--- config.mk ---
export PLATFORM = sky130hd
export DESIGN_NAME = envelope_gen
export DESIGN_NICKNAME = d
export VERILOG_FILES = /design/src/rtl/envelope_pkg.sv /design/src/rtl/envelope_channel.sv /design/src/rtl/envelope_gen.sv
export SDC_FILE = /design/constraint.sdc
export NUM_CORES = 1
export LEC_CHECK = 0
export BUFFER_PORTS_ARGS = -buffer_cell sky130_fd_sc_hd__clkbuf_2
export CAP_MARGIN = 0
export CORE_ASPECT_RATIO = 1.1
export CORE_MARGIN = 2
export CORE_UTILIZATION = 50
export DETAILED_ROUTE_END_ITERATION = 8
export HOLD_SLACK_MARGIN = 0.06
export PLACE_DENSITY_LB_ADDON = 0.25
export SLEW_MARGIN = 10
export SYNTH_ARGS = -nofsm -noshare
export SYNTH_HDL_FRONTEND = slang
export SYNTH_HIERARCHICAL = 1
export SYNTH_SLANG_ARGS = --single-unit
--- constraint.sdc ---
create_clock -name clk -period 2 [get_ports clk]
set_input_delay 0.4 -clock clk [delete_from_list [all_inputs] [get_ports clk]]
set_output_delay 0.4 -clock clk [all_outputs]
set_load 0.03 [all_outputs]
--- src/rtl/envelope_pkg.sv ---
// Shared defaults, FSM state type and full-scale helper for the envelope generator.
package envelope_pkg;

  localparam int unsigned DEF_NUM_CH   = 4;
  localparam int unsigned DEF_VOL_W    = 4;
  localparam int unsigned DEF_PERIOD_W = 3;

  typedef enum logic {
    ST_IDLE = 1'b0,
    ST_RUN  = 1'b1
  } env_state_e;

  // Full-scale volume for a given volume width.
  function automatic int unsigned vol_max(input int unsigned w);
    return (32'd1 << w) - 32'd1;
  endfunction

endpackage

--- src/rtl/envelope_channel.sv ---
// One envelope channel: volume stepping every per_lat ticks until full scale or silence.
// Optional ENVELOPE_DAC_GATE_EN: a start=0/add=0 trigger leaves the channel silent and inactive.
module envelope_channel
  import envelope_pkg::*;
#(
  parameter int unsigned VOL_W    = DEF_VOL_W,
  parameter int unsigned PERIOD_W = DEF_PERIOD_W
) (
  input  logic                clk,
  input  logic                rst_n,
  input  logic                tick_i,
  input  logic                trigger_i,
  input  logic                add_i,
  input  logic [PERIOD_W-1:0] period_i,
  input  logic [VOL_W-1:0]    start_i,
  output logic [VOL_W-1:0]    volume_o,
  output logic                active_o
);

  localparam logic [VOL_W-1:0] VMAX = VOL_W'(vol_max(VOL_W));

  env_state_e          state_q, state_d;
  logic [VOL_W-1:0]    vol_q, vol_d;
  logic [PERIOD_W-1:0] timer_q, timer_d;
  logic [PERIOD_W-1:0] per_lat_q, per_lat_d;
  logic                dir_q, dir_d;

  always_ff @(posedge clk or negedge rst_n) begin
    if (!rst_n) begin
      state_q   <= ST_IDLE;
      vol_q     <= '0;
      timer_q   <= '0;
      per_lat_q <= '0;
      dir_q     <= 1'b0;
    end else begin
      state_q   <= state_d;
      vol_q     <= vol_d;
      timer_q   <= timer_d;
      per_lat_q <= per_lat_d;
      dir_q     <= dir_d;
    end
  end

  // Trigger has priority over a coincident tick; a limit is detected on the step after it is reached.
  always_comb begin
    state_d   = state_q;
    vol_d     = vol_q;
    timer_d   = timer_q;
    per_lat_d = per_lat_q;
    dir_d     = dir_q;
    if (trigger_i) begin
      vol_d     = start_i;
      dir_d     = add_i;
      per_lat_d = period_i;
      timer_d   = period_i;
      state_d   = (period_i != '0) ? ST_RUN : ST_IDLE;
`ifdef ENVELOPE_DAC_GATE_EN
      // DAC-off: volume is already 0, so holding IDLE keeps both outputs gated until retrigger.
      if ((start_i == '0) && !add_i) begin
        state_d = ST_IDLE;
      end
`else
`endif
    end else if (tick_i && (state_q == ST_RUN)) begin
      if (timer_q > PERIOD_W'(1)) begin
        timer_d = timer_q - PERIOD_W'(1);
      end else begin
        timer_d = per_lat_q;
        if (dir_q) begin
          if (vol_q == VMAX) state_d = ST_IDLE;
          else               vol_d   = vol_q + VOL_W'(1);
        end else begin
          if (vol_q == '0)   state_d = ST_IDLE;
          else               vol_d   = vol_q - VOL_W'(1);
        end
      end
    end
  end

  assign volume_o = vol_q;
  assign active_o = (state_q == ST_RUN);

endmodule

--- src/rtl/envelope_gen.sv ---
// Multi-channel volume envelope generator; slices packed register-file buses per channel.
// Optional ENVELOPE_DAC_GATE_EN enables DAC-off gating inside each channel.
module envelope_gen
  import envelope_pkg::*;
#(
  parameter int unsigned NUM_CH   = DEF_NUM_CH,
  parameter int unsigned VOL_W    = DEF_VOL_W,
  parameter int unsigned PERIOD_W = DEF_PERIOD_W
) (
  input  logic                       clk,
  input  logic                       rst_n,
  input  logic                       tick_64,
  input  logic [NUM_CH-1:0]          trigger,
  input  logic [NUM_CH-1:0]          envelope_add,
  input  logic [NUM_CH*PERIOD_W-1:0] period,
  input  logic [NUM_CH*VOL_W-1:0]    starting_volume,
  output logic [NUM_CH*VOL_W-1:0]    volume,
  output logic [NUM_CH-1:0]          active
);

  for (genvar i = 0; i < NUM_CH; i++) begin : g_ch
    envelope_channel #(
      .VOL_W    (VOL_W),
      .PERIOD_W (PERIOD_W)
    ) u_ch (
      .clk       (clk),
      .rst_n     (rst_n),
      .tick_i    (tick_64),
      .trigger_i (trigger[i]),
      .add_i     (envelope_add[i]),
      .period_i  (period[i*PERIOD_W +: PERIOD_W]),
      .start_i   (starting_volume[i*VOL_W +: VOL_W]),
      .volume_o  (volume[i*VOL_W +: VOL_W]),
      .active_o  (active[i])
    );
  end

endmodule

==> impl_metrics.ini, run 1 <==
[critical_path]
cp-start-kind = flip-flop
slowest_stage = a2111oi_0
rr_worst_depth = 6
path_buf_inv = 1
r2r-end = g_ch[0].u_ch/volume_o[3]
critPathArrivalTime_ps = 2080
worstPathRequired_ps = 2240
r2r_start = g_ch[0].u_ch/dir_q
cpMostUsedCell = nand3_1
r2r_setup_slack_ps = 160
endpoint_kind = flip-flop
slowest_delay_ps = 470
path_class = reg -> reg
cp_top_family = compound AO/OA/AOI/OAI gates
path_max_fanout = 6
crit_chain = inv_1, ha_1, nand3_1, a2111oi_0, o211ai_1, nand3_1

[power]
p_sw_share_pct = 37.9
p_sw_w = 0.00106
ir_drop_v = 0.000470
power_frac_comb_pct = 35.0
power_density_nw_per_um2 = 746
clkPwrFrac_pct = 20.7
p_seq_share_pct = 44.2
p_leak_nw = 1.76
p_int_w = 0.00174

[synth]
synth-async-reset-ratio_pct = 100
netlist_instances = 352
synth-seq-area-share_pct = 37.9
synth_edf_count = 0
syn_area_um2 = 3170
ys_warn_count = 6
dominantRegCellSynth = dfrtp_1
synth_cell_types = 29
synth_nets = 411
synth-seq-cells = 48
avgSynthCellArea_um2 = 9.00

[sta]
worstMarginPinSlew_ps = 532
finalHoldViolCount = 0
grt_setup_unrepaired = false
fin_worst_skew_ps = 11.4
fmax_mhz = 544
finalCriticalPeriod_ps = 1840
setup_viol = 0
period_share_pct = 92.0
drv_slew = 0
tns_ps = 0
slew_headroom_pct = 64.5

[cts]
path_clk_slew_ps = 90
cts_tree = built
h-tree-depth = 2
cts-buffers-inserted = 5
numClockSinks = 48
postCtsResizedCells = 0
cts_root_buffer = clkbuf_8
cts_setup_buffers = 0
hold_buffers = 0
clk_latency_ps = 300
cts_buffer_depth = 2

[die]
die_y_um = 87.5
die-area_um2 = 6990
initial_utilization_pct = 51.5
pin_count = 59
fp.dieW_um = 79.9
core_um2 = 6160
rows = 30

[grt]
grt_pass1_vias = 2869
overflow = 0
antenna_found_initial = 0
grt_use_total_pct = 22.9
grt_max_degree = 31
grt_pass1_wl_um = 13000

[finish]
synthToLayoutAreaGrowth_pct = 18.5
antenna_cells = 0
final_util_pct = 61.0
layout-drive-gt1-share_pct = 24.5
final_nets = 482

[worst_hold_path]
min_path_type = in -> async

[place]
numPortBuffers = 58
place_hpwl_um = 5380
place.gp.congestion = 0.873

[detailed_routing]
num_vias = 2969
ant_nets = 0
firstDrtPassIters = 5
drt-total-wl_um = 7230
drt-wirelength-per-cell_um = 14.3
drc = 0
drt_iter0_drc = 329
detail_route.vias_per_cell = 5.89

[run_status]
status = finished, final reports clean

[job]
max_cap_viol_count = 0
[power groups by stage]
stage	clock, W	combinational (W)	sequential, W
6_report	0.000580	0.000981	0.00124
3_3_place_gp	0	0.000949	0.00125
4_1_cts	0.000609	0.000979	0.00124
3_5_place_dp	0	0.000971	0.00125
5_1_grt	0.000644	0.00111	0.00126
2_1_floorplan	0	0.000551	0.00134
[layer usage]
layer | wire [um] | global-route usage, %
met4 | 95 | 5.70
met3 | 341 | 3.73
met2 | 3450 | 37.7
met1 | 3340 | 31.5
met5 | 0 | 0
[cells in the mapped netlist (all sizes together), types with 8 or more instances]
| library cell | n | area, um^2 |
|---|---|---|
| and3 | 12 | 75.1 |
| dfrtp | 48 | 1200 |
| nand4 | 8 | 50.1 |
| nand3 | 12 | 60.1 |
| mux2 | 8 | 105 |
| nor2 | 16 | 60.1 |
| or3 | 20 | 125 |
| o21ai | 28 | 140 |
| nor3 | 12 | 60.1 |
| clkbuf | 12 | 45.0 |
| o211ai | 8 | 60.1 |
| a21oi | 28 | 140 |
| o31ai | 12 | 90.1 |
| nand2 | 28 | 105 |
| ha | 16 | 200 |
| inv | 28 | 105 |
| a31oi | 12 | 75.1 |
[cell type report]
| cell class | instances | area [um^2] |
|---|---|---|
| clock buffer | 5 | 68.8 |
| inverter | 28 | 105 |
| fill | 568 | 2400 |
| clock inverter | 3 | 23.8 |
| tap | 80 | 100 |
| multi-input combinational | 264 | 1820 |
| sequential | 48 | 1200 |
| timing repair buffer | 76 | 438 |
[registers in the layout, summed over array words and instances (netlist names)]
| signal | count |
|---|---|
| g_ch.u_ch/timer_q | 12 |
| g_ch.u_ch/per_lat_q | 12 |
| g_ch.u_ch/active_o | 4 |
| g_ch.u_ch/volume_o | 16 |
| g_ch.u_ch/dir_q | 4 |
[cells in the final DEF (no fill, tap or decap), drive strengths merged]
cell type	instances
a2111oi	4
a21oi	28
a221oi	4
a22oi	4
a31oi	12
and3	12
and3b	4
buf	18
clkbuf	63
clkinv	1
clkinvlp	2
dfrtp	48
fa	4
ha	16
inv	28
mux2	8
mux2i	4
nand2	28
nand3	12
nand4	8
nor2	16
nor3	12
o211ai	8
o21ai	28
o21ba	4
o21bai	4
o31ai	12
o41ai	4
or3	20
or4	4
xor2	4
[kinds of logic after synthesis]
kind of cell,synth area share (%)
flops,37.9
compound gates,23.4
simple gates,19.4
xor+xnor,1.11
buf+inv,4.74
mux,4.58
fa+ha+maj,8.85
[worst reg2reg max path: stages, from the launching register on]
cell       delay [ps]
dfrtp_1           410
inv_1             140
ha_1              360
nand3_1           150
a2111oi_0         470
o211ai_1          160
nand3_1            90
[how the worst max path moves through the flow]
stage / start / end / slack, ps / depth (start not counted)
after global routing: g_ch[2].u_ch/dir_q / g_ch[2].u_ch/volume_o[3] / 6 / 6
after floorplan: g_ch[0].u_ch/volume_o[0] / g_ch[0].u_ch/active_o / 90 / 4
final: g_ch[0].u_ch/dir_q / g_ch[0].u_ch/volume_o[3] / 160 / 6
after CTS: g_ch[0].u_ch/dir_q / g_ch[0].u_ch/volume_o[3] / 180 / 6
after global placement: g_ch[1].u_ch/dir_q / g_ch[1].u_ch/volume_o[3] / 220 / 6
after detailed placement: g_ch[0].u_ch/dir_q / g_ch[0].u_ch/volume_o[3] / 200 / 6
[stage by stage]
step                instance area, um^2  hold slack (ps)  setup WS, ps  instances  total power, W
floorplan                          3170              104          93.2        352         0.00189
global placement                   3660              401           221        496         0.00220
detailed placement                 3660              408           196        496         0.00223
CTS                                3750             74.9           182        504         0.00282
global route                       3750             87.3          5.98        504         0.00302
finish                             3750             59.7           160        504         0.00280
No activity file was read; power rests on OpenSTA's default activity.
==> run 2: changes to the inputs <==
--- a/config.mk
+++ b/config.mk
@@ -13,6 +13,7 @@
 export DETAILED_ROUTE_END_ITERATION = 8
 export HOLD_SLACK_MARGIN = 0.06
 export PLACE_DENSITY_LB_ADDON = 0.25
+export REMOVE_ABC_BUFFERS = 1
 export SLEW_MARGIN = 10
 export SYNTH_ARGS = -nofsm -noshare
 export SYNTH_HDL_FRONTEND = slang
==> run 2 against run 1 <==
Combinational power is 1% higher. Cell count stayed put. Total power is 6.8% higher.
==> impl_metrics.ini, run 2 (synthesis results as in run 1) <==
[detailed_routing]
drt-total-wl_um = 7380
drt-wirelength-per-cell_um = 14.6
detail_route.vias_per_cell = 5.88
firstDrtPassIters = 5
drc = 0
ant_nets = 0
drt_iter0_drc = 164
num_vias = 2965

[die]
initial_utilization_pct = 51.5
rows = 30
core_um2 = 6160
pin_count = 59
die_y_um = 87.5
die-area_um2 = 6990
fp.dieW_um = 79.9

[sta]
fmax_mhz = 545
setup_viol = 0
period_share_pct = 91.7
tns_ps = 0
drv_slew = 0
worstMarginPinSlew_ps = 408
timing.final.ws_setup_ps = 167
slew_headroom_pct = 72.1
grt_setup_unrepaired = false
finalHoldViolCount = 0
finalCriticalPeriod_ps = 1830
fin_worst_skew_ps = 8.22

[critical_path]
r2r_setup_slack_ps = 170
endpoint_kind = flip-flop
rr_worst_depth = 4
cp-startpoint = g_ch[1].u_ch/volume_o[1]
r2r_start = g_ch[1].u_ch/volume_o[1]
crit_chain = or4_4, mux2_4, o41ai_2, a22oi_1
r2r-end = g_ch[1].u_ch/active_o
critPathArrivalTime_ps = 2000
worstPathRequired_ps = 2170
cp-start-kind = flip-flop
slowest_delay_ps = 510
slowest_stage = or4_4
critPathCapture = g_ch[1].u_ch/active_o
path_class = reg -> reg
path_max_fanout = 6

[cts]
cts_tree = built
clk_latency_ps = 300
numClockSinks = 48
cts_buffer_depth = 2
hold_buffers = 0
path_clk_slew_ps = 90
h-tree-depth = 2
cts_root_buffer = clkbuf_8
cts-buffers-inserted = 5

[finish]
layout-drive-gt1-share_pct = 24.8
antenna_cells = 0
synthToLayoutAreaGrowth_pct = 19.7
mostFrequentLayoutCells = clkbuf_2 (58), dfrtp_1 (48), inv_1 (28), nand2_1 (28), o21ai_0 (28)
largest_register_ffs = 16
final_nets = 482
fin_cells = 504
final_common_cell = clkbuf_2
finalInstanceArea_um2 = 3790

[grt]
grtUsageMet1_pct = 30.0
grt_pass1_vias = 2821
top_usage_layer = met2
grt_max_degree = 49
grt_use_total_pct = 22.6
overflow = 0
grt_pass1_wl_um = 12800
grt_use_met3_pct = 3.84
antenna_found_initial = 0
use_met2_pct = 38.3

[power]
power_density_nw_per_um2 = 789
p_leak_nw = 1.78
ir_drop_v = 0.000419
finalPower_w = 0.00299

[run_status]
status = finished, final reports clean

[job]
max_cap_viol_count = 0

[place]
dp_cells = 496
place.gp.congestion = 0.863
dpl_cell_area_um2 = 3660
place_hpwl_um = 5420
dp_slack_ps = 182
numPortBuffers = 58

[worst_hold_path]
min_path_type = in -> async
[run 2: worst min path at each step]
stage	start	to	cells past startpoint
floorplan	rst_n	g_ch[0].u_ch/active_o	0
global placement	rst_n	g_ch[2].u_ch/volume_o[3]	2
detailed placement	rst_n	g_ch[2].u_ch/volume_o[1]	2
CTS	rst_n	g_ch[3].u_ch/volume_o[0]	2
global route	rst_n	g_ch[3].u_ch/volume_o[0]	2
finish	rst_n	g_ch[3].u_ch/volume_o[0]	2
[run 2: metal layers]
metal	wire length (um)	part of all wire [%]
met1	3340	45
met2	3670	50
met3	275	3.7
met4	94	1.3
met5	0	0
[run 2: layout make-up]
type	instances	area (um^2)
clock buffer	7	96.3
clock inverter	1	30.0
fill	579	2360
inverter	28	105
multi-input combinational	264	1820
sequential	48	1200
tap	80	100
timing repair buffer	76	438
[run 2: critical path, delay by kind of cell (launching register included)]
family | cells | cell delay [ps]
simple gates | 1 | 510
flops | 1 | 460
compound gates | 2 | 410
mux | 1 | 310
[run 2: stage by stage]
| step | util, % | hold WS [ps] |
|---|---|---|
| after global placement | 59.5 | 411 |
| final | 61.6 | 79.7 |
| after global routing | 61.6 | 95.9 |
| after floorplan | - | 104 |
| after detailed placement | 59.5 | 413 |
| after CTS | 61.5 | 75.6 |
[run 2: power breakdown]
part	internal (W)	switching [W]
clock network	0.000441	0.000326
logic	0.000408	0.000585
registers	0.00109	0.000143
[run 2: repair_timing]
action / 4_1_cts / 5_1_grt
gates resized for setup: 0 / 2
endpoints found under the setup margin: 0 / 1
setup buffers: 0 / 0
==> run 3: changes to the inputs <==
--- a/config.mk
+++ b/config.mk
@@ -5,6 +5,7 @@
 export SDC_FILE = /design/constraint.sdc
 export NUM_CORES = 1
 export LEC_CHECK = 0
+export ABC_AREA = 1
 export BUFFER_PORTS_ARGS = -buffer_cell sky130_fd_sc_hd__clkbuf_2
 export CAP_MARGIN = 0
 export CORE_ASPECT_RATIO = 1.1
==> run 3 against run 2 <==
Clock skew is 3.3 ps lower. Cell count increased by 16%. Worst setup slack improved by 260 ps. Sequential power is 32% higher. Largest cell class unchanged. Wire length down 10%. Synthesized cell count up 26%. Via count grew 0.84%. Sequential share of layout area up 1.3 points.
==> impl_metrics.ini, run 3 <==
[critical_path]
slowest_delay_ps = 450
r2r_setup_slack_ps = 430
critPathArrivalTime_ps = 1770
path_class = reg -> reg
endpoint_kind = flip-flop
cpMostUsedCell = nand2_1
r2r_start = g_ch[0].u_ch/dir_q
r2r-end = g_ch[0].u_ch/volume_o[3]
slowest_stage = dfrtp_1
crit_chain = inv_1, ha_1, a21oi_1, nand3_1, nand3_1, nand2_1, nand2_1, nand2_1
cp-start-kind = flip-flop
cp_top_family = flip-flops
worstPathRequired_ps = 2190
path_max_fanout = 5
path_buf_inv = 1
rr_worst_depth = 8

[grt]
grt_max_degree = 25
antenna_found_initial = 0
grt_pass1_wl_um = 11400
grt_use_total_pct = 20.3
overflow = 0
grt_pass1_vias = 2695

[synth]
synth_top_cell_area_share_pct = 37.8
synth-seq-cells = 48
synth_common_cells = nand2_1 (188), dfrtp_1 (48), inv_1 (40)
synth_cell_types = 20
avgSynthCellArea_um2 = 7.16
netlist_instances = 444
ys_warn_count = 6
synth-async-reset-ratio_pct = 100
synth_edf_count = 0
yosysMostFrequentCell = nand2_1
dominantRegCellSynth = dfrtp_1
synth_top_cell_by_area = dfrtp_1
synthTopCellsByArea = dfrtp_1 (38%), nand2_1 (22%), ha_1 (6.3%)
synth-seq-area-share_pct = 37.8
syn_area_um2 = 3180

[place]
place.gp.congestion = 0.921
dp_cells = 576
numPortBuffers = 58
dpl_cell_area_um2 = 3530
place_hpwl_um = 5190
dp_slack_ps = 445

[cts]
postCtsResizedCells = 0
numClockSinks = 48
cts-buffers-inserted = 5
h-tree-depth = 2
clk_latency_ps = 300
hold_buffers = 0
cts_buffer_depth = 2
cts_setup_buffers = 0
path_clk_slew_ps = 90
cts_tree = built
cts_root_buffer = clkbuf_8

[power]
p_leak_nw = 2.04
power_density_nw_per_um2 = 1200
ir_drop_v = 0.000734

[detailed_routing]
dr_wl_met3_um = 247
ant_nets = 0
drt-wirelength-per-cell_um = 11.3
num_vias = 2990
detail_route.vias_per_cell = 5.12
top_layer = met4
firstDrtPassIters = 4
drt-total-wl_um = 6620
route.met2.wl_um = 3340
drc = 0
drt_iter0_drc = 122
wirelength_met1_um = 2960

[sta]
slew_headroom_pct = 58.4
fmax_mhz = 635
period_share_pct = 78.7
timing.final.ws_setup_ps = 425
drv_slew = 0
finalHoldViolCount = 0
grt_setup_unrepaired = false
fin_worst_skew_ps = 4.91
worstMarginPinSlew_ps = 624
setup_viol = 0
tns_ps = 0
finalCriticalPeriod_ps = 1570

[die]
die_y_um = 87.6
rows = 30
fp.dieW_um = 80.0
core_um2 = 6160
die-area_um2 = 7010
initial_utilization_pct = 51.6
pin_count = 59

[finish]
final_nets = 562
finalInstanceArea_um2 = 3640
fin_cells = 584
largest_register_ffs = 16
final_common_cell = nand2_1
layout-drive-gt1-share_pct = 16.5
antenna_cells = 0
mostFrequentLayoutCells = nand2_1 (188), clkbuf_2 (58), dfrtp_1 (48)
synthToLayoutAreaGrowth_pct = 14.5

[job]
max_cap_viol_count = 0

[run_status]
status = finished, final reports clean

[worst_hold_path]
min_path_type = in -> async
run 3: worst max-delay path by stage:
stage	depth (start not counted)	end	slack (ps)	from
after floorplan	7	g_ch[0].u_ch/volume_o[3]	550	g_ch[0].u_ch/volume_o[2]
after global placement	6	g_ch[2].u_ch/volume_o[3]	470	trigger[2]
after global routing	8	g_ch[3].u_ch/volume_o[3]	300	g_ch[3].u_ch/dir_q
final	8	g_ch[0].u_ch/volume_o[3]	430	g_ch[0].u_ch/dir_q
after CTS	8	g_ch[0].u_ch/volume_o[3]	430	g_ch[0].u_ch/dir_q
after detailed placement	6	g_ch[2].u_ch/volume_o[1]	440	trigger[2]
run 3: kinds of logic (layout without fill, tap and decap cells):
kind of cell | count (synthesis) | in the layout | synth area share (%)
adder cells (fa/ha/maj) | 20 | 20 | 8.82
flip-flops | 48 | 48 | 37.8
AND/OR/NAND/NOR | 276 | 276 | 37.2
buffers and inverters | 52 | 112 | 7.24
AO/OA/AOI/OAI | 44 | 44 | 7.87
XOR/XNOR | 4 | 4 | 1.10
run 3: per-stage QoR:
step                      hold WS, ps  total power [W]  util, %
final                             103          0.00438     59.1
after global routing              155          0.00478     59.1
after CTS                         121          0.00442     59.1
after detailed placement          461          0.00371     57.4
after global placement            451          0.00365     57.4
after floorplan                   104          0.00311        -
run 3: routing by layer:
layer / track usage, % / vias to the layer above
met5: 0 / -
met4: 5.70 / 0
met1: 25.2 / 1395
met2: 36.2 / 47
met3: 3.81 / 6
li1: - / 1542
run 3: where the power goes:
part | switching (W) | internal (W) | leakage [nW] | total (W)
combinational | 0.00134 | 0.000731 | 1.41 | 0.00207
sequential | 0.000379 | 0.00124 | 0.574 | 0.00162
clock | 0.000320 | 0.000371 | 0.0552 | 0.000691
total | 0.00204 | 0.00234 | 2.04 | 0.00438
run 3: area by class of cell:
class,count,area [um^2]
Sequential cell,48,1200
Tap cell,80,100
Clock inverter,2,35.0
Fill cell,597,2520
Inverter,44,165
Clock buffer,6,72.6
Timing Repair Buffer,60,318
Multi-Input combinational cell,344,1750
